## src/rtl/grover_oracle_ctrl.sv

```systemverilog
// grover_oracle_ctrl: register file and sequencer for the 8-state Grover datapath.
// Loads a uniform superposition, applies the phase-flip oracle, captures the
// external inversion-about-mean stage K times, then scans for argmax |amp|.
// Build option: define GROVER_ORACLE_SAT_EN to saturate the oracle negation
// of the most negative amplitude (-128 -> +127); otherwise it wraps.
module grover_oracle_ctrl #(
  parameter int NUM_BIT  = 3,
  parameter int AMP_W    = 8,
  parameter int INIT_AMP = 45,
  parameter int ITER_W   = 4
) (
  input  logic                 clk,
  input  logic                 rst,
  input  logic                 start,
  input  logic [NUM_BIT-1:0]   target,
  input  logic [ITER_W-1:0]    num_iter,
  output logic                 busy,
  output logic                 done,
  output logic [NUM_BIT-1:0]   result,
  output logic [AMP_W-1:0]     result_amp,
  output logic [AMP_W-1:0]     d_o0,
  output logic [AMP_W-1:0]     d_o1,
  output logic [AMP_W-1:0]     d_o2,
  output logic [AMP_W-1:0]     d_o3,
  output logic [AMP_W-1:0]     d_o4,
  output logic [AMP_W-1:0]     d_o5,
  output logic [AMP_W-1:0]     d_o6,
  output logic [AMP_W-1:0]     d_o7,
  input  logic [AMP_W-1:0]     d_i0,
  input  logic [AMP_W-1:0]     d_i1,
  input  logic [AMP_W-1:0]     d_i2,
  input  logic [AMP_W-1:0]     d_i3,
  input  logic [AMP_W-1:0]     d_i4,
  input  logic [AMP_W-1:0]     d_i5,
  input  logic [AMP_W-1:0]     d_i6,
  input  logic [AMP_W-1:0]     d_i7
);

  localparam int unsigned NUM_AMP = 2 ** NUM_BIT;
  localparam logic [NUM_BIT-1:0] LAST_IDX = NUM_BIT'(NUM_AMP - 1);
  localparam logic signed [AMP_W-1:0] AMP_MIN = {1'b1, {(AMP_W-1){1'b0}}};
  localparam logic signed [AMP_W-1:0] AMP_MAX = {1'b0, {(AMP_W-1){1'b1}}};

  typedef enum logic [2:0] {
    S_IDLE,
    S_INIT,
    S_ORACLE,
    S_DIFFUSE,
    S_MEASURE,
    S_DONE
  } state_t;

  state_t                    state;
  logic signed [AMP_W-1:0]   amp [NUM_AMP];
  logic signed [AMP_W-1:0]   din [NUM_AMP];
  logic [NUM_BIT-1:0]        target_q;
  logic [ITER_W-1:0]         iter_k;
  logic [ITER_W-1:0]         iter_cnt;
  logic [NUM_BIT-1:0]        scan_idx;
  logic [NUM_BIT-1:0]        best_idx;
  logic [AMP_W:0]            best_mag;
  logic signed [AMP_W-1:0]   best_amp;

  logic signed [AMP_W-1:0]   amp_tgt;
  logic signed [AMP_W-1:0]   amp_neg;
  logic signed [AMP_W-1:0]   cur_amp;
  logic signed [AMP_W:0]     cur_ext;
  logic [AMP_W:0]            cur_mag;
  logic                      take;
  logic [NUM_BIT-1:0]        sel_idx;
  logic [AMP_W:0]            sel_mag;
  logic signed [AMP_W-1:0]   sel_amp;

  // Amplitudes go out to, and come back from, the inversion stage unchanged
  assign d_o0 = amp[0];
  assign d_o1 = amp[1];
  assign d_o2 = amp[2];
  assign d_o3 = amp[3];
  assign d_o4 = amp[4];
  assign d_o5 = amp[5];
  assign d_o6 = amp[6];
  assign d_o7 = amp[7];

  assign din[0] = $signed(d_i0);
  assign din[1] = $signed(d_i1);
  assign din[2] = $signed(d_i2);
  assign din[3] = $signed(d_i3);
  assign din[4] = $signed(d_i4);
  assign din[5] = $signed(d_i5);
  assign din[6] = $signed(d_i6);
  assign din[7] = $signed(d_i7);

  // Oracle phase flip of the marked amplitude
  assign amp_tgt = amp[target_q];
`ifdef GROVER_ORACLE_SAT_EN
  assign amp_neg = (amp_tgt == AMP_MIN) ? AMP_MAX : AMP_W'(-amp_tgt);
`else
  assign amp_neg = AMP_W'(-amp_tgt);
`endif

  // Measurement compare: 9-bit magnitude so |-128| = 128, ties keep lower index
  assign cur_amp = amp[scan_idx];
  assign cur_ext = {cur_amp[AMP_W-1], cur_amp};
  assign cur_mag = cur_ext[AMP_W] ? (AMP_W+1)'(-cur_ext) : (AMP_W+1)'(cur_ext);
  assign take    = (scan_idx == '0) || (cur_mag > best_mag);
  assign sel_idx = take ? scan_idx : best_idx;
  assign sel_mag = take ? cur_mag  : best_mag;
  assign sel_amp = take ? cur_amp  : best_amp;

  // Sequencer and register file
  always_ff @(posedge clk) begin
    if (rst) begin
      state      <= S_IDLE;
      busy       <= 1'b0;
      done       <= 1'b0;
      result     <= '0;
      result_amp <= '0;
      target_q   <= '0;
      iter_k     <= '0;
      iter_cnt   <= '0;
      scan_idx   <= '0;
      best_idx   <= '0;
      best_mag   <= '0;
      best_amp   <= '0;
      for (int i = 0; i < NUM_AMP; i++) amp[i] <= '0;
    end else begin
      done <= 1'b0;
      case (state)
        S_IDLE: begin
          if (start) begin
            target_q <= target;
            iter_k   <= num_iter;
            busy     <= 1'b1;
            state    <= S_INIT;
          end
        end
        S_INIT: begin
          for (int i = 0; i < NUM_AMP; i++) amp[i] <= AMP_W'(INIT_AMP);
          iter_cnt <= '0;
          scan_idx <= '0;
          state    <= (iter_k != '0) ? S_ORACLE : S_MEASURE;
        end
        S_ORACLE: begin
          amp[target_q] <= amp_neg;
          state         <= S_DIFFUSE;
        end
        S_DIFFUSE: begin
          for (int i = 0; i < NUM_AMP; i++) amp[i] <= din[i];
          iter_cnt <= iter_cnt + ITER_W'(1);
          state    <= ((iter_cnt + ITER_W'(1)) == iter_k) ? S_MEASURE : S_ORACLE;
        end
        S_MEASURE: begin
          best_idx <= sel_idx;
          best_mag <= sel_mag;
          best_amp <= sel_amp;
          scan_idx <= scan_idx + NUM_BIT'(1);
          if (scan_idx == LAST_IDX) begin
            result     <= sel_idx;
            result_amp <= sel_amp;
            done       <= 1'b1;
            state      <= S_DONE;
          end
        end
        S_DONE: begin
          busy  <= 1'b0;
          state <= S_IDLE;
        end
        default: state <= S_IDLE;
      endcase
    end
  end

endmodule

```

## config.mk

```make
export PLATFORM = sky130hd
export DESIGN_NAME = grover_oracle_ctrl
export DESIGN_NICKNAME = d
export VERILOG_FILES = /design/src/rtl/grover_oracle_ctrl.sv
export SDC_FILE = /design/constraint.sdc
export NUM_CORES = 1
export LEC_CHECK = 0
export CORE_MARGIN = 3
export CORE_UTILIZATION = 46
export CTS_CLUSTER_SIZE = 30
export DETAILED_ROUTE_END_ITERATION = 12
export PLACE_DENSITY = 0.77
export SLEW_MARGIN = 20
export SYNTH_ARGS = -nofsm -noshare
export SYNTH_HDL_FRONTEND = slang
export SYNTH_SLANG_ARGS = --single-unit
export TNS_END_PERCENT = 5
```

## constraint.sdc

```tcl
create_clock -name clk -period 4 [get_ports clk]
set_input_delay 0.8 -clock clk [delete_from_list [all_inputs] [get_ports clk]]
set_output_delay 0.8 -clock clk [all_outputs]
set_load 0.01 [all_outputs]
```

==> results of run 1 <==
==> flip-flops by register name (all words and copies together), names as in the netlist, named ones only <==
signal	count
target_q	3
best_idx	3
iter_k	4
best_amp	8
result	3
scan_idx	3
done	1
busy	1
best_mag	9
amp	64
result_amp	8
state	3
iter_cnt	4
==> routing by layer <==
metal  part of all wire  wire [µm]
met5                  0          0
met4              0.033        788
met3               0.11       2490
met2               0.47      11100
met1               0.39       9170
==> cells in the mapped netlist (all sizes together), types with 2 or more instances <==
cell | n | share of area
nor3 | 15 | 0.013
xor2 | 6 | 0.0077
nor4b | 2 | 0.0048
mux4 | 34 | 0.11
nand2b | 3 | 0.0027
o311ai | 2 | 0.0026
a31oi | 3 | 0.0027
edfxtp | 64 | 0.28
o21a | 3 | 0.0033
a21oi | 53 | 0.039
a221o | 8 | 0.012
inv | 17 | 0.0093
nor2 | 82 | 0.045
o21bai | 2 | 0.0022
dfxtp | 56 | 0.16
o21ai | 62 | 0.045
mux2i | 34 | 0.053
and3 | 3 | 0.0027
a22o | 2 | 0.0026
o31ai | 4 | 0.0051
or3 | 2 | 0.0018
and2 | 3 | 0.0027
ha | 15 | 0.027
nor4 | 5 | 0.0046
clkbuf | 22 | 0.012
nand3 | 5 | 0.0037
or2 | 2 | 0.0018
nor3b | 3 | 0.0049
nor2b | 11 | 0.010
nand2 | 71 | 0.039
a211oi | 21 | 0.025
xnor2 | 9 | 0.013
buf | 17 | 0.017
nand4 | 4 | 0.0037
==> path summary, 6_finish.rpt <==
path / start / end / cells after the start
min: result_amp[7] / result_amp[7] / 2
min reg2reg: result_amp[7] / result_amp[7] / 2
max reg2reg: amp[7][1] / result_amp[0] / 16
max: amp[7][1] / result_amp[0] / 16
==> worst max-delay path, delay by kind of cell, from the launching register on <==
family | cells | cell delay, ns
compound gates | 4 | 0.72
fa+ha+maj | 2 | 0.52
buf+inv | 2 | 0.40
flops | 1 | 0.44
mux | 2 | 0.76
simple gates | 6 | 1.00
==> timing repair <==
item	4_1_cts	5_1_grt
buffers inserted	0	9
setup endpoints to repair	29	29
pin swaps	1	18
cloned	1	1
resized for setup	7	19
==> cells by family (layout without fill, tap and decap cells) <==
logic type                 Yosys count  after routing
buffers and inverters               56            280
adders and majority gates           15             15
other                                1              1
and+or+nand+nor                    216            218
DFF                                120            120
muxes                               68             68
AOI/OAI and AO/OA                  172            172
xor gates and xnor gates            15             15
==> power groups by stage <==
stage	Sequential, mW	Clock (mW)	Combinational (mW)
after floorplan	1.50	0	0.479
after global placement	1.50	0	0.925
after detailed placement	1.51	0	0.941
after CTS	1.49	1.64	0.954
after global routing	1.50	1.71	1.06
final	1.49	1.64	0.996
==> through the flow <==
stage | instance area [µm²] | hold slack (ns) | power, mW
CTS | 9590 | 0.457 | 4.08
global placement | 8920 | 0.443 | 2.43
floorplan | 6840 | 0.430 | 1.98
global route | 9750 | 0.473 | 4.26
finish | 9750 | 0.453 | 4.13
detailed placement | 8920 | 0.449 | 2.45
==> final cells by class <==
class	count	area, µm²
Timing Repair Buffer	231	2120
Multi-Input combinational cell	489	3670
Fill cell	1074	4450
Clock buffer	17	425
Clock inverter	15	203
Sequential cell	120	3050
Inverter	17	63.8
Tap cell	180	225
==> impl_metrics.env, run 1 <==
export IMPL_met2_usage=0.455
export IMPL_dpl_worst_slack_ns=-0.414
export IMPL_worst_pin_slew_ns=1.00
export IMPL_grt_busiest_layer="met2"
export IMPL_crit_arrival_ns=4.26
export IMPL_gp_congestion=0.951
export IMPL_clk_pin_slew_worst_paths_ns=0.06
export IMPL_synth_cell_types=65
export IMPL_clock_path_buffers=2
export IMPL_grt_pass1_wl_um=36000
export IMPL_setup_tns_final_ns=0
export IMPL_ys_warnings_count=0
export IMPL_cts_tree="built"
export IMPL_path_cells="mux4_2 > mux2i_4 > ha_4 > nor2b_4 > a22o_1 > a31oi_1 > nor2b_1 > nor2b_1 > ha_1 > nand4_1 > buf_4 > nor4b_4 > buf_4 > nor2_4 > a221o_1 > a21oi_1"
export IMPL_clkLatencyLatePin_ns=0.42
export IMPL_finalWirelength_um=23600
export IMPL_insertedDiodeCount=0
export IMPL_postRouteAntennaNets=0
export IMPL_synth_edf_count=64
export IMPL_fin_cells=1069
export IMPL_overflow=0
export IMPL_grt_pass1_vias=6367
export IMPL_critical_path_peak_fanout=5
export IMPL_synth_xor_area_share=0.0203
export IMPL_irDropWorstVdd_mv=0.345
export IMPL_grtUsageTotal=0.289
export IMPL_syn_inst=663
export IMPL_pwr_share_clk=0.397
export IMPL_combPwrFrac=0.241
export IMPL_cpPeakStageDelay_ns=0.53
export IMPL_hold_violations=0
export IMPL_synth_area_mux_share=0.166
export IMPL_io_buffers=150
export IMPL_maxCapViolations=0
export IMPL_final_setup_viol_count=0
export IMPL_final_util=0.687
export IMPL_die_area_mm2=0.0163
export IMPL_period_share=0.978
export IMPL_power_switching_share=0.293
export IMPL_power_leakage_nw=3.62
export IMPL_grt_use_met1=0.386
export IMPL_rrSetupSlack_ns=0.09
export IMPL_grt_start_max_net_pins=38
export IMPL_remaining_drc_errors=0
export IMPL_switchingPower_mw=1.21
export IMPL_core_rowCount=43
export IMPL_dp_hpwl_um=17300
export IMPL_fin_nets=965
export IMPL_synth_area_per_cell_um2=10.3
export IMPL_routedWlPerCell_um=22.0
export IMPL_synth_fa_ha_area_frac=0.0275
export IMPL_cp_required_ns=4.35
export IMPL_dp_cells=1026
export IMPL_hold_path_class="reg2reg"
export IMPL_critPathSlowestCell="mux4_2"
export IMPL_async_reset_ff_frac=0
export IMPL_first_pass_iters=5
export IMPL_drtIter0Drc=740
export IMPL_core_area_mm2=0.0142
export IMPL_ios=151
export IMPL_power_density_mw_per_mm2=423
export IMPL_start_kind="flip-flop"
export IMPL_htree_levels=4
export IMPL_endpoint_kind="flip-flop"
export IMPL_clock_sinks=120
export IMPL_period_minus_slack_ns=3.91
export IMPL_synth_top_family_by_area="multiplexers"
export IMPL_yosysSeqAreaShare=0.446
export IMPL_rsz0062_at_grt="true"
export IMPL_drive_gt1_frac=0.207
export IMPL_vias_per_cell=6.12
export IMPL_slew_violations=0
export IMPL_yosys_area_share_simple=0.147
export IMPL_fmax_mhz=256
export IMPL_synth_compound_area_frac=0.155
export IMPL_skew_ns=0.00870
export IMPL_final_common_cell="clkdlybuf4s50_1"
export IMPL_die_w_um=128
export IMPL_antenna_found_initial=0
export IMPL_start_util=0.481
export IMPL_hold_buffers=0
export IMPL_final_cell_mix="clkdlybuf4s50_1 (149), nor2_1 (80), buf_4 (79)"
export IMPL_seqPwrFrac=0.361
export IMPL_cts_root_buf="clkbuf_16"
export IMPL_synth_nets=752
export IMPL_relSlewSlack=0.332
export IMPL_via_count=6545
export IMPL_synth_seq_cells=120
export IMPL_netlist_area_mm2=0.00683
export IMPL_ys_flop_type="edfxtp_1"
export IMPL_synthToLayoutAreaGrowth_pct=42.8
export IMPL_use_met3=0.0754
export IMPL_fin_ws_ns=0.0887
export IMPL_p_int_mw=2.92
export IMPL_path_class="reg2reg"
export IMPL_numCtsBuffers=17
export IMPL_status="complete, no violations"
export IMPL_die_h_um=128
No activity file was read; power rests on OpenSTA's default activity.
==> run 2, diff against run 1 <==
Settings changed: CORE_UTILIZATION 46 to 55, PLACE_DENSITY 0.77 to 0.86.
Clock period 4 ns to 4.7 ns, I/O delays scaled along.
==> run 2 against run 1 <==
Net effect:
- final cell count fell by 7.6%
- design area fell by 7.0%
- maximum frequency fell by 11%
- first-iteration DRC count rose by 4.9%
- power fell by 20%
- critical path depth did not move
- combinational power fell by 26%
- global-route usage rose by 3.5 points
- via count fell by 3.5%
- critical path type unchanged
==> impl_metrics.env, run 2 (synthesized netlist as in run 1, its figures left out) <==
export IMPL_ios=151
export IMPL_design_area_mm2=0.00907
export IMPL_overflow=0
export IMPL_start_util=0.566
export IMPL_grt_pass1_wl_um=34800
export IMPL_drive_gt1_frac=0.118
export IMPL_final_util=0.752
export IMPL_clkLatencyLatePin_ns=0.42
export IMPL_path_cells="buf_4 > mux4_2 > mux2i_1 > ha_1 > nor2b_1 > a22o_1 > a31oi_1 > nor2b_1 > nor2b_1 > ha_1 > nand4_1 > nor3_1 > a2111oi_4 > nor2_2 > mux2i_1 > a211oi_1"
export IMPL_postRouteAntennaNets=0
export IMPL_grt_pass1_vias=6255
export IMPL_via_count=6313
export IMPL_htree_levels=4
export IMPL_setup_tns_final_ns=0
export IMPL_antenna_found_initial=0
export IMPL_core_area_mm2=0.0121
export IMPL_fin_ws_ns=0.323
export IMPL_largestRegisters="amp x64, best_mag x9"
export IMPL_io_buffers=150
export IMPL_clock_path_buffers=2
export IMPL_power_density_mw_per_mm2=364
export IMPL_hold_slack_ns=0.455
export IMPL_critical_path_top_delay_family="simple AND/OR/NAND/NOR gates"
export IMPL_skew_ns=0.0111
export IMPL_gp_congestion=0.981
export IMPL_start_kind="flip-flop"
export IMPL_cpMostUsedCell="nor2b_1"
export IMPL_crit_arrival_ns=4.65
export IMPL_critPathSlowestCell="dfxtp_1"
export IMPL_worst_pin_slew_ns=0.881
export IMPL_relSlewSlack=0.409
export IMPL_die_w_um=117
export IMPL_irDropWorstVdd_mv=0.257
export IMPL_path_buf_inv=1
export IMPL_dp_hpwl_um=16100
export IMPL_grtUsageTotal=0.324
export IMPL_period_minus_slack_ns=4.38
export IMPL_endpoint_kind="flip-flop"
export IMPL_final_setup_viol_count=0
export IMPL_routedWlPerCell_um=22.7
export IMPL_final_cell_mix="clkdlybuf4s50_1 (149), nor2_1 (80), nand2_1 (71)"
export IMPL_largest_reg_flops=64
export IMPL_post_cts_buffers=0
export IMPL_clock_sinks=120
export IMPL_fmax_mhz=228
export IMPL_cts_resized=0
export IMPL_insertedDiodeCount=0
export IMPL_cts_root_buf="clkbuf_16"
export IMPL_fin_nets=896
export IMPL_hold_violations=0
export IMPL_clk_pin_slew_worst_paths_ns=0.05
export IMPL_maxCapViolations=0
export IMPL_first_pass_iters=7
export IMPL_final_common_cell="clkdlybuf4s50_1"
export IMPL_path_class="reg2reg"
export IMPL_remaining_drc_errors=0
export IMPL_period_share=0.931
export IMPL_slew_violations=0
export IMPL_dpl_worst_slack_ns=0.339
export IMPL_drtIter0Drc=776
export IMPL_cpPeakStageDelay_ns=0.46
export IMPL_finalWirelength_um=22500
export IMPL_hold_buffers=0
export IMPL_finalPower_mw=3.30
export IMPL_die_h_um=117
export IMPL_hold_path_class="reg2reg"
export IMPL_core_rowCount=40
export IMPL_die_area_mm2=0.0138
export IMPL_vias_per_cell=6.39
export IMPL_status="complete, no violations"
export IMPL_top_register="amp"
export IMPL_dpl_instance_area_mm2=0.00845
export IMPL_numCtsBuffers=17
export IMPL_dp_cells=955
export IMPL_cts_tree="built"
export IMPL_critical_path_peak_fanout=13
export IMPL_power_leakage_nw=3.25
export IMPL_grt_start_max_net_pins=58
export IMPL_cp_required_ns=4.97
export IMPL_fin_cells=988
export IMPL_synthToLayoutAreaGrowth_pct=32.8
run 2: cell types whose count changed in the layout (fill, tap and decap cells not counted), moves of 3 or more:
cell        previous run  this run
a21oi_2                4         0
a21oi_1               49        53
buf_4                 79        13
clkinvlp_4             4         0
clkbuf_8               0         4
bufinv_16              4         1
clkbuf_1               0         3
run 2: path summary, 6_finish.rpt:
check	from	to	slack, ns	depth (start not counted)
min reg2reg	result_amp[4]	result_amp[4]	0.46	2
max	flip-flop	result[1]	0.32	16
min	result_amp[4]	result_amp[4]	0.46	2
max reg2reg	flip-flop	result[1]	0.32	16
run 2: layout make-up:
type / instances / area (µm²)
clock buffers: 25 / 517
multi-input cells: 487 / 3560
clock inverters: 7 / 65.1
flip-flops and latches: 120 / 3040
repair buffers: 164 / 1610
fillers: 789 / 2990
well taps: 168 / 210
inverters: 17 / 63.8
run 2: per-layer routing:
| metal | GRT usage | vias up | share of wire |
|---|---|---|---|
| li1 | - | 2764 | - |
| met1 | 0.411 | 3011 | 0.37 |
| met2 | 0.514 | 459 | 0.47 |
| met3 | 0.101 | 79 | 0.11 |
| met4 | 0.144 | 0 | 0.040 |
| met5 | 0 | - | 0 |
run 2: power by group:
part / leakage [nW] / internal (mW) / switching [mW]
clock: 0.292 / 0.812 / 0.468
combinational: 1.83 / 0.334 / 0.407
sequential: 1.13 / 1.19 / 0.0920
run 2: worst reg2reg max path, cell delays in order (launching register included):
cell and delay [ns]:
dfxtp_1 0.46, buf_4 0.30, mux4_2 0.33, mux2i_1 0.28, ha_1 0.24, nor2b_1 0.18
a22o_1 0.18, a31oi_1 0.09, nor2b_1 0.19, nor2b_1 0.07, ha_1 0.31, nand4_1 0.20
nor3_1 0.45, a2111oi_4 0.12, nor2_2 0.45, mux2i_1 0.28, a211oi_1 0.09
==> run 3, diff against run 2 <==
Settings changed: CORE_UTILIZATION 55 to 51, PLACE_DENSITY 0.86 to 0.81.
Clock period 4.7 ns to 4.3 ns, I/O delays scaled along.
==> run 3 against run 2 <==
Net effect:
- final cell count increased by 3.9%
- routed wire length increased by 2.2%
- first-iteration DRC count decreased by 5.8%
- clock-buffer cell count decreased by 6
- power increased by 10%
- design area increased by 3.2%
- clock power increased by 9%
- critical path type unchanged
- highest routed layer unchanged
==> impl_metrics.env, run 3 (synthesized netlist as in run 1, its figures left out) <==
export IMPL_cts_root_buf="clkbuf_16"
export IMPL_power_leakage_nw=3.41
export IMPL_antenna_found_initial=0
export IMPL_fmax_mhz=255
export IMPL_largestRegisters="amp x64, best_mag x9"
export IMPL_core_rowCount=41
export IMPL_r2r_cells=17
export IMPL_status="complete, no violations"
export IMPL_final_setup_viol_count=0
export IMPL_dpl_worst_slack_ns=-0.103
export IMPL_grt_pass1_wl_um=34900
export IMPL_gp_congestion=0.915
export IMPL_holdPathEnd="result_amp[5]"
export IMPL_clock_sinks=120
export IMPL_largest_reg_flops=64
export IMPL_hold_path_class="reg2reg"
export IMPL_finalPower_mw=3.63
export IMPL_rrSetupSlack_ns=0.38
export IMPL_clk_pin_slew_worst_paths_ns=0.05
export IMPL_critical_path_peak_fanout=10
export IMPL_cpMostUsedCell="nor2b_1"
export IMPL_fin_nets=931
export IMPL_grt_pass1_vias=6337
export IMPL_path_class="reg2reg"
export IMPL_relSlewSlack=0.458
export IMPL_dp_hpwl_um=16600
export IMPL_die_area_mm2=0.0148
export IMPL_synthToLayoutAreaGrowth_pct=37.1
export IMPL_worst_pin_slew_ns=0.808
export IMPL_final_common_cell="clkdlybuf4s50_1"
export IMPL_start_kind="flip-flop"
export IMPL_drtIter0Drc=731
export IMPL_cpPeakStageDelay_ns=0.56
export IMPL_die_w_um=122
export IMPL_finalWirelength_um=23000
export IMPL_path_cells="mux4_2 > mux2i_4 > ha_1 > nor2b_1 > a22o_1 > a31oi_1 > nor2b_1 > nor2b_1 > ha_1 > buf_4 > a211oi_2 > nor2_1 > a2111oi_4 > buf_4 > nor2_4 > a221o_1 > a21oi_1"
export IMPL_irDropWorstVdd_mv=0.284
export IMPL_worstReg2RegEnd="result_amp[0]"
export IMPL_insertedDiodeCount=0
export IMPL_vias_per_cell=6.20
export IMPL_min_from="result_amp[5]"
export IMPL_numCtsBuffers=17
export IMPL_cts_tree="built"
export IMPL_routedWlPerCell_um=22.3
export IMPL_die_h_um=122
export IMPL_cp_required_ns=4.66
export IMPL_final_cell_mix="clkdlybuf4s50_1 (149), nor2_1 (80), nand2_1 (70)"
export IMPL_period_minus_slack_ns=3.92
export IMPL_critPathSlowestCell="mux4_2"
export IMPL_first_pass_iters=5
export IMPL_hold_violations=0
export IMPL_ios=151
export IMPL_power_density_mw_per_mm2=387
export IMPL_clkLatencyLatePin_ns=0.43
export IMPL_grtUsageTotal=0.315
export IMPL_slew_violations=0
export IMPL_grt_start_max_net_pins=53
export IMPL_overflow=0
export IMPL_htree_levels=4
export IMPL_maxCapViolations=0
export IMPL_top_register="amp"
export IMPL_via_count=6371
export IMPL_endpoint_kind="flip-flop"
export IMPL_start_util=0.530
export IMPL_hold_path_depth=2
export IMPL_postRouteAntennaNets=0
export IMPL_skew_ns=0.00815
export IMPL_remaining_drc_errors=0
export IMPL_drive_gt1_frac=0.161
export IMPL_period_share=0.912
export IMPL_fin_ws_ns=0.380
export IMPL_io_buffers=150
export IMPL_rsz0062_at_grt="false"
export IMPL_clock_path_buffers=2
export IMPL_crit_arrival_ns=4.28
export IMPL_core_area_mm2=0.0129
==> run 3: cell type report <==
| class | instances | area, µm² |
|---|---|---|
| clock buffer | 19 | 454 |
| clock inverter | 13 | 121 |
| fill | 945 | 3510 |
| inverter | 17 | 63.8 |
| multi-input combinational | 487 | 3590 |
| sequential | 120 | 3040 |
| tap | 172 | 215 |
| timing repair buffer | 199 | 1880 |
==> run 3: how the worst max path moves through the flow <==
stage	startpoint	to	slack [ns]	cells after the start
floorplan	flip-flop	best_mag[7]	0.14	17
global placement	flip-flop	best_mag[3]	0.02	16
detailed placement	flip-flop	best_mag[7]	-0.10	16
CTS	flip-flop	result_amp[1]	0.04	17
global route	flip-flop	result_amp[5]	0.04	17
finish	flip-flop	result_amp[0]	0.38	17
==> run 3: power breakdown <==
part / switching, mW / total [mW] / internal, mW
combinational: 0.450 / 0.853 / 0.403
sequential: 0.0905 / 1.38 / 1.29
clock: 0.558 / 1.39 / 0.832
total: 1.10 / 3.63 / 2.53
==> run 3: timing repair <==
item | in CTS | in global routing
pin swaps | 0 | 1
setup buffers | 0 | 3
hold buffers | 0 | 0
setup endpoints to repair | 9 | 29
gates resized for setup | 2 | 8
==> run 3: stage by stage <==
step           cell area (µm²)   util  TNS, ns  cells  hold slack [ns]
6_report                  9360  0.727        0   1027            0.452
5_1_grt                   9360  0.727        0   1027            0.483
4_1_cts                   9300  0.722        0   1024            0.454
3_5_place_dp              8710  0.677   -0.519    992            0.446
3_3_place_gp              8710  0.677        0    992            0.442
2_1_floorplan             6830      -        0    663            0.430
==> run 3: critical path, delay by kind of cell, from the launching register on <==
family / cells / cell delay [ns]
fa+ha+maj: 2 / 0.52
flops: 1 / 0.41
compound gates: 6 / 1.22
buf+inv: 2 / 0.35
simple gates: 5 / 0.59
mux: 2 / 0.76
==> run 3: metal layers <==
layer	wire length (µm)	GRT usage	share of wire
met1	9060	0.414	0.39
met2	11000	0.498	0.48
met3	2310	0.0952	0.10
met4	558	0.112	0.024
met5	0	0	0
==> RTL edit 1: new RTL, config.mk and constraints of run 1 <==
Encoding of `state_t`: now one-hot (6 bits for 6 states).
--- a/src/rtl/grover_oracle_ctrl.sv
+++ b/src/rtl/grover_oracle_ctrl.sv
@@ -42,11 +42,11 @@
   localparam logic signed [AMP_W-1:0] AMP_MAX = {1'b0, {(AMP_W-1){1'b1}}};
 
-  typedef enum logic [2:0] {
-    S_IDLE,
-    S_INIT,
-    S_ORACLE,
-    S_DIFFUSE,
-    S_MEASURE,
-    S_DONE
+  typedef enum logic [5:0] {
+    S_IDLE    = 6'b000001,
+    S_INIT    = 6'b000010,
+    S_ORACLE  = 6'b000100,
+    S_DIFFUSE = 6'b001000,
+    S_MEASURE = 6'b010000,
+    S_DONE    = 6'b100000
   } state_t;
 
Check against the original RTL: no difference found for any inputs over 10 cycles, from zero or initial values and one cycle with rst high; not proved beyond that.
==> RTL edit 1 against run 1 <==
The run now ends with setup timing left; setup slack worse by 0.11 ns; combinational power fell by 34%; hold slack improved by 0.0066 ns; wire length shrank 3.2%; final area decreased by 1.4%; sequential cell count increased by 3; power decreased by 14%; area after synthesis rose by 0.29%; critical path depth unchanged; sequential share of layout area grew 1.1 points; critical path type unchanged; critical endpoint is now best_mag[3]$_SDFFE_PP0P_; largest cell class unchanged; largest power group is now registers.
==> RTL edit 1: results <==
[status]
status = "complete, but fails checks"
violations = "setup timing"

[critical_path]
cp_top_family = "compound AO/OA/AOI/OAI gates"
cp_data_arrival_time_ns = 4.33
critical_path.slowest_cell = "sky130_fd_sc_hd__mux4_2"
critPathMaxStageDelay_ns = 0.48
crit_path_max_fanout = 9

[placed_design]
place.detailed.instances = 980
gpl.final_weighted_congestion = 0.965
buffers_added_on_ports = 150
detailed_place.area_um2 = 8800
dp_hpwl_mm = 16.8

[global_routing]
initial_antenna_violation_count = 0
grt_first_pass_wirelength_mm = 33.9
first_global_vias = 6218
overall_routing_resource_usage = 0.273
grt_max_degree = 37

[logic_synthesis]
synthTopCellsByArea = "sky130_fd_sc_hd__edfxtp_1 (28%), sky130_fd_sc_hd__dfxtp_1 (17%), sky130_fd_sc_hd__mux4_2 (11%)"
synth-edff-count = 64
dominantRegCellSynth = "sky130_fd_sc_hd__edfxtp_1"
synth_warnings = 0
synthTopCellsByCount = "sky130_fd_sc_hd__nor2_1 (67), sky130_fd_sc_hd__edfxtp_1 (64), sky130_fd_sc_hd__dfxtp_1 (59), sky130_fd_sc_hd__nand2_1 (51), sky130_fd_sc_hd__a21oi_1 (40)"
seq_area_frac_synth = 0.453
synthesis.nets = 727
syn-instance-count = 638
share_of_flip_flops_with_an_asynchronous_set_or_reset_after_synthesis = 0
yosys.cell_types.count = 64

[cells_and_area]
insertedDiodeCount = 0
final.fill_count = 1054
reg_top3 = "amp: 64 flops, best_mag: 9 flops"
share_of_cells_above_drive_strength_1 = 0.191
final_net_count = 921
registers.top_by_ff_count = "amp"

[timing]
timing.max_slew.rel_slack = 0.421
finClkSkew_ns = 0.00773
timing.final.setup_violations = 6
final.setup.tns_ns = -0.0867
postLayoutSetupSlackWorst_ns = -0.0257

[power_and_ir_drop]
vdd.ir_drop.worst_uv = 300
cellLeakagePower_nw = 3.61
switching_share = 0.264

[job]
drv.max_cap_violation_count = 0

[detailed_routing]
detailedRoute.firstIterationViolations = 802
firstDrtPassIters = 7
via_count = 6317
drt-total-wl_mm = 22.8
post_drt_wl_per_cell_um = 22.2

[clocking]
tritoncts.num_buffers = 17
path_clk_slew_ns = 0.06
ctsRootBufferMaster = "sky130_fd_sc_hd__clkbuf_16"
clock_insertion_delay_worst_skew_ns = 0.42
cts.htree.levels = 4
clock_path_buffers = 2

[worst_hold_path]
min-delay-path-class = "reg -> reg"
[RTL edit 1: changes by cell type after synthesis, moves of 6 or more]
cell / run 1 / this run
sky130_fd_sc_hd__mux2i_1: 32 / 38
sky130_fd_sc_hd__nand2_1: 71 / 51
sky130_fd_sc_hd__a21oi_1: 53 / 40
sky130_fd_sc_hd__mux2_2: 0 / 7
sky130_fd_sc_hd__nor2_1: 82 / 67
sky130_fd_sc_hd__a211oi_1: 19 / 12
sky130_fd_sc_hd__clkbuf_1: 22 / 16
sky130_fd_sc_hd__o21ai_0: 54 / 37
sky130_fd_sc_hd__a22o_1: 2 / 20
sky130_fd_sc_hd__nand3_1: 5 / 11
[RTL edit 1: power by group through the flow]
stage               clock, mW  sequential, mW  combinational [mW]
finish                   1.45            1.45               0.654
global placement            0            1.47               0.601
detailed placement          0            1.47               0.617
floorplan                   0            1.46               0.317
CTS                      1.45            1.45               0.626
global route             1.51            1.46               0.693
[RTL edit 1: final cells by class]
cell class              count  area (um^2)  area share
multi-input cells         457         3610       0.375
flip-flops and latches    123         3110       0.324
repair buffers            212         2020       0.210
clock buffers              26          532      0.0553
well taps                 180          225      0.0234
inverters                  21         83.8     0.00872
clock inverters             6         31.3     0.00325
[RTL edit 1: final timing paths]
kind,from,cells after the start,end
max,amp[6][1]$_DFFE_PP_,16,best_mag[3]$_SDFFE_PP0P_
max reg2reg,amp[6][1]$_DFFE_PP_,16,best_mag[3]$_SDFFE_PP0P_
min,best_mag[8]$_SDFFE_PP0P_,2,best_mag[8]$_SDFFE_PP0P_
min reg2reg,best_mag[8]$_SDFFE_PP0P_,2,best_mag[8]$_SDFFE_PP0P_
[RTL edit 1: logic make-up after synthesis]
| logic type | synth area share |
|---|---|
| AOI/OAI and AO/OA | 0.150 |
| xor gates and xnor gates | 0.0217 |
| adders and majority gates | 0.0274 |
| buffers and inverters | 0.0400 |
| DFF | 0.453 |
| muxes | 0.178 |
| other | 0.000547 |
| and+or+nand+nor | 0.130 |
[RTL edit 1: layer usage]
layer / GRT usage / vias up / wire [um] / part of all wire
met5: 0 / - / 0 / 0
met4: 0.112 / 0 / 700 / 0.031
met3: 0.0725 / 61 / 2250 / 0.099
met2: 0.445 / 389 / 11200 / 0.49
met1: 0.345 / 3070 / 8610 / 0.38
li1: - / 2797 / - / -
[RTL edit 1: what timing repair did]
item	in CTS	in global routing
setup endpoints to repair	31	31
setup buffers	1	10
gates resized for setup	8	23
cloned	0	2
pin swaps	3	18
[RTL edit 1: per-stage QoR]
stage	hold WS (ns)	setup WS (ns)
after CTS	0.462	0.0220
after detailed placement	0.455	-0.302
after floorplan	0.430	0.0289
after global routing	0.506	-0.140
after global placement	0.443	-0.0760
final	0.459	-0.0257
==> RTL edit 2: new RTL, config.mk and constraints of run 1 <==
Made on the original files. Change the parameter `AMP_W` from 8 to 10.
--- a/src/rtl/grover_oracle_ctrl.sv
+++ b/src/rtl/grover_oracle_ctrl.sv
@@ -6,5 +6,5 @@
 module grover_oracle_ctrl #(
   parameter int NUM_BIT  = 3,
-  parameter int AMP_W    = 8,
+  parameter int AMP_W    = 10,
   parameter int INIT_AMP = 45,
   parameter int ITER_W   = 4
Ports: changed (17 resized); port bits go from 151 to 185. No check against the original RTL was run, so the function may have changed too.
==> RTL edit 2 against run 1 <==
The flow now finishes with violations (setup timing); final area increased by 13%; power rose by 16%; fmax fell by 7.8%; sequential cell count increased by 22; synthesized cell count is 17% higher; wire length rose by 14%; non-clock buffer count increased by 11; area after synthesis rose by 17%; setup slack got worse by 0.33 ns; via count grew 13%; clock power down 11%; largest power group is now registers; highest routed layer unchanged.
==> RTL edit 2: results <==
[logic_synthesis]
post_synth_mux_area_share = 0.169
synthesis.nets = 883
synth-compound-area-share = 0.144
synthTopCellsByArea = "sky130_fd_sc_hd__edfxtp_1 (30%), sky130_fd_sc_hd__dfxtp_1 (16%), sky130_fd_sc_hd__mux4_2 (9.9%)"
seq_area_frac_synth = 0.457
syn-instance-count = 776
synthTopCellsByCount = "sky130_fd_sc_hd__nand2_1 (111), sky130_fd_sc_hd__edfxtp_1 (80), sky130_fd_sc_hd__nor2_1 (71), sky130_fd_sc_hd__o21ai_0 (71), sky130_fd_sc_hd__a21oi_1 (63)"
yosys.cell_types.count = 59
synth-edff-count = 80

[cells_and_area]
final.fill_count = 1282
final-nonclk-buf-share = 0.213
nNonClkInverters = 19
reg_top3 = "amp: 80 flops, best_mag: 11 flops"
sh_seq_area = 0.331
flops_and_latches = 142
clock_tree_area_fraction = 0.0482
share_of_cells_above_drive_strength_1 = 0.167
final.signal_buffer_count = 242
nMultiInputCombCells = 565
clockBufferCount = 19
area_growth_syn_to_layout_pct = 38.1

[global_routing]
gr-total-overflow = 0
grt_util_met2 = 0.440
initial_antenna_violation_count = 3
first_global_vias = 7148
grt_use_met3 = 0.0584
grt_first_pass_wirelength_mm = 39.9
overall_routing_resource_usage = 0.281

[detailed_routing]
met3_wire_length_mm = 2.85
routed-wl-met2_mm = 12.8
drt-total-wl_mm = 26.8
post_drt_wl_per_cell_um = 22.0
met1_length_mm = 10.3

[placed_design]
dpl_worst_slack_ns = -0.200
detailed_place.area_um2 = 10300
gpl.final_weighted_congestion = 0.915
dp_hpwl_mm = 19.1
buffers_added_on_ports = 184

[timing]
hold-worst-slack_ns = 0.454
final.setup.tns_ns = -6.14
finClkSkew_ns = 0.0106
postLayoutSetupSlackWorst_ns = -0.244
timing.max_slew.rel_slack = 0.364
timing.final.setup_violations = 36

[critical_path]
crit_path_max_fanout = 7
cp_top_family = "compound AO/OA/AOI/OAI gates"
critical_path_end = "result_amp[1]$_SDFFE_PP0P_"

[worst_hold_path]
hold_start = "result_amp[0]$_SDFFE_PP0P_"
worstHoldEndpoint = "result_amp[0]$_SDFFE_PP0P_"

[status]
violations = "setup timing"
status = "complete, but fails checks"

[power_and_ir_drop]
vdd.ir_drop.worst_uv = 441
cellLeakagePower_nw = 3.92
p_comb_frac = 0.311
power.density_nw_per_um2 = 435
RTL edit 2: worst reg2reg max path, cell delays in order (launching register included):
cell and delay, ns:
sky130_fd_sc_hd__dfxtp_4 0.39, sky130_fd_sc_hd__mux4_2 0.52, sky130_fd_sc_hd__mux2_4 0.29, sky130_fd_sc_hd__inv_4 0.07, sky130_fd_sc_hd__ha_4 0.16, sky130_fd_sc_hd__nor3b_1 0.31, sky130_fd_sc_hd__a21oi_2 0.13, sky130_fd_sc_hd__o21bai_1 0.20
sky130_fd_sc_hd__xor2_1 0.26, sky130_fd_sc_hd__ha_1 0.31, sky130_fd_sc_hd__and4_4 0.20, sky130_fd_sc_hd__a21boi_4 0.14, sky130_fd_sc_hd__o311a_1 0.37, sky130_fd_sc_hd__or2_4 0.31, sky130_fd_sc_hd__buf_6 0.14, sky130_fd_sc_hd__o211ai_1 0.23
sky130_fd_sc_hd__a21oi_1 0.09
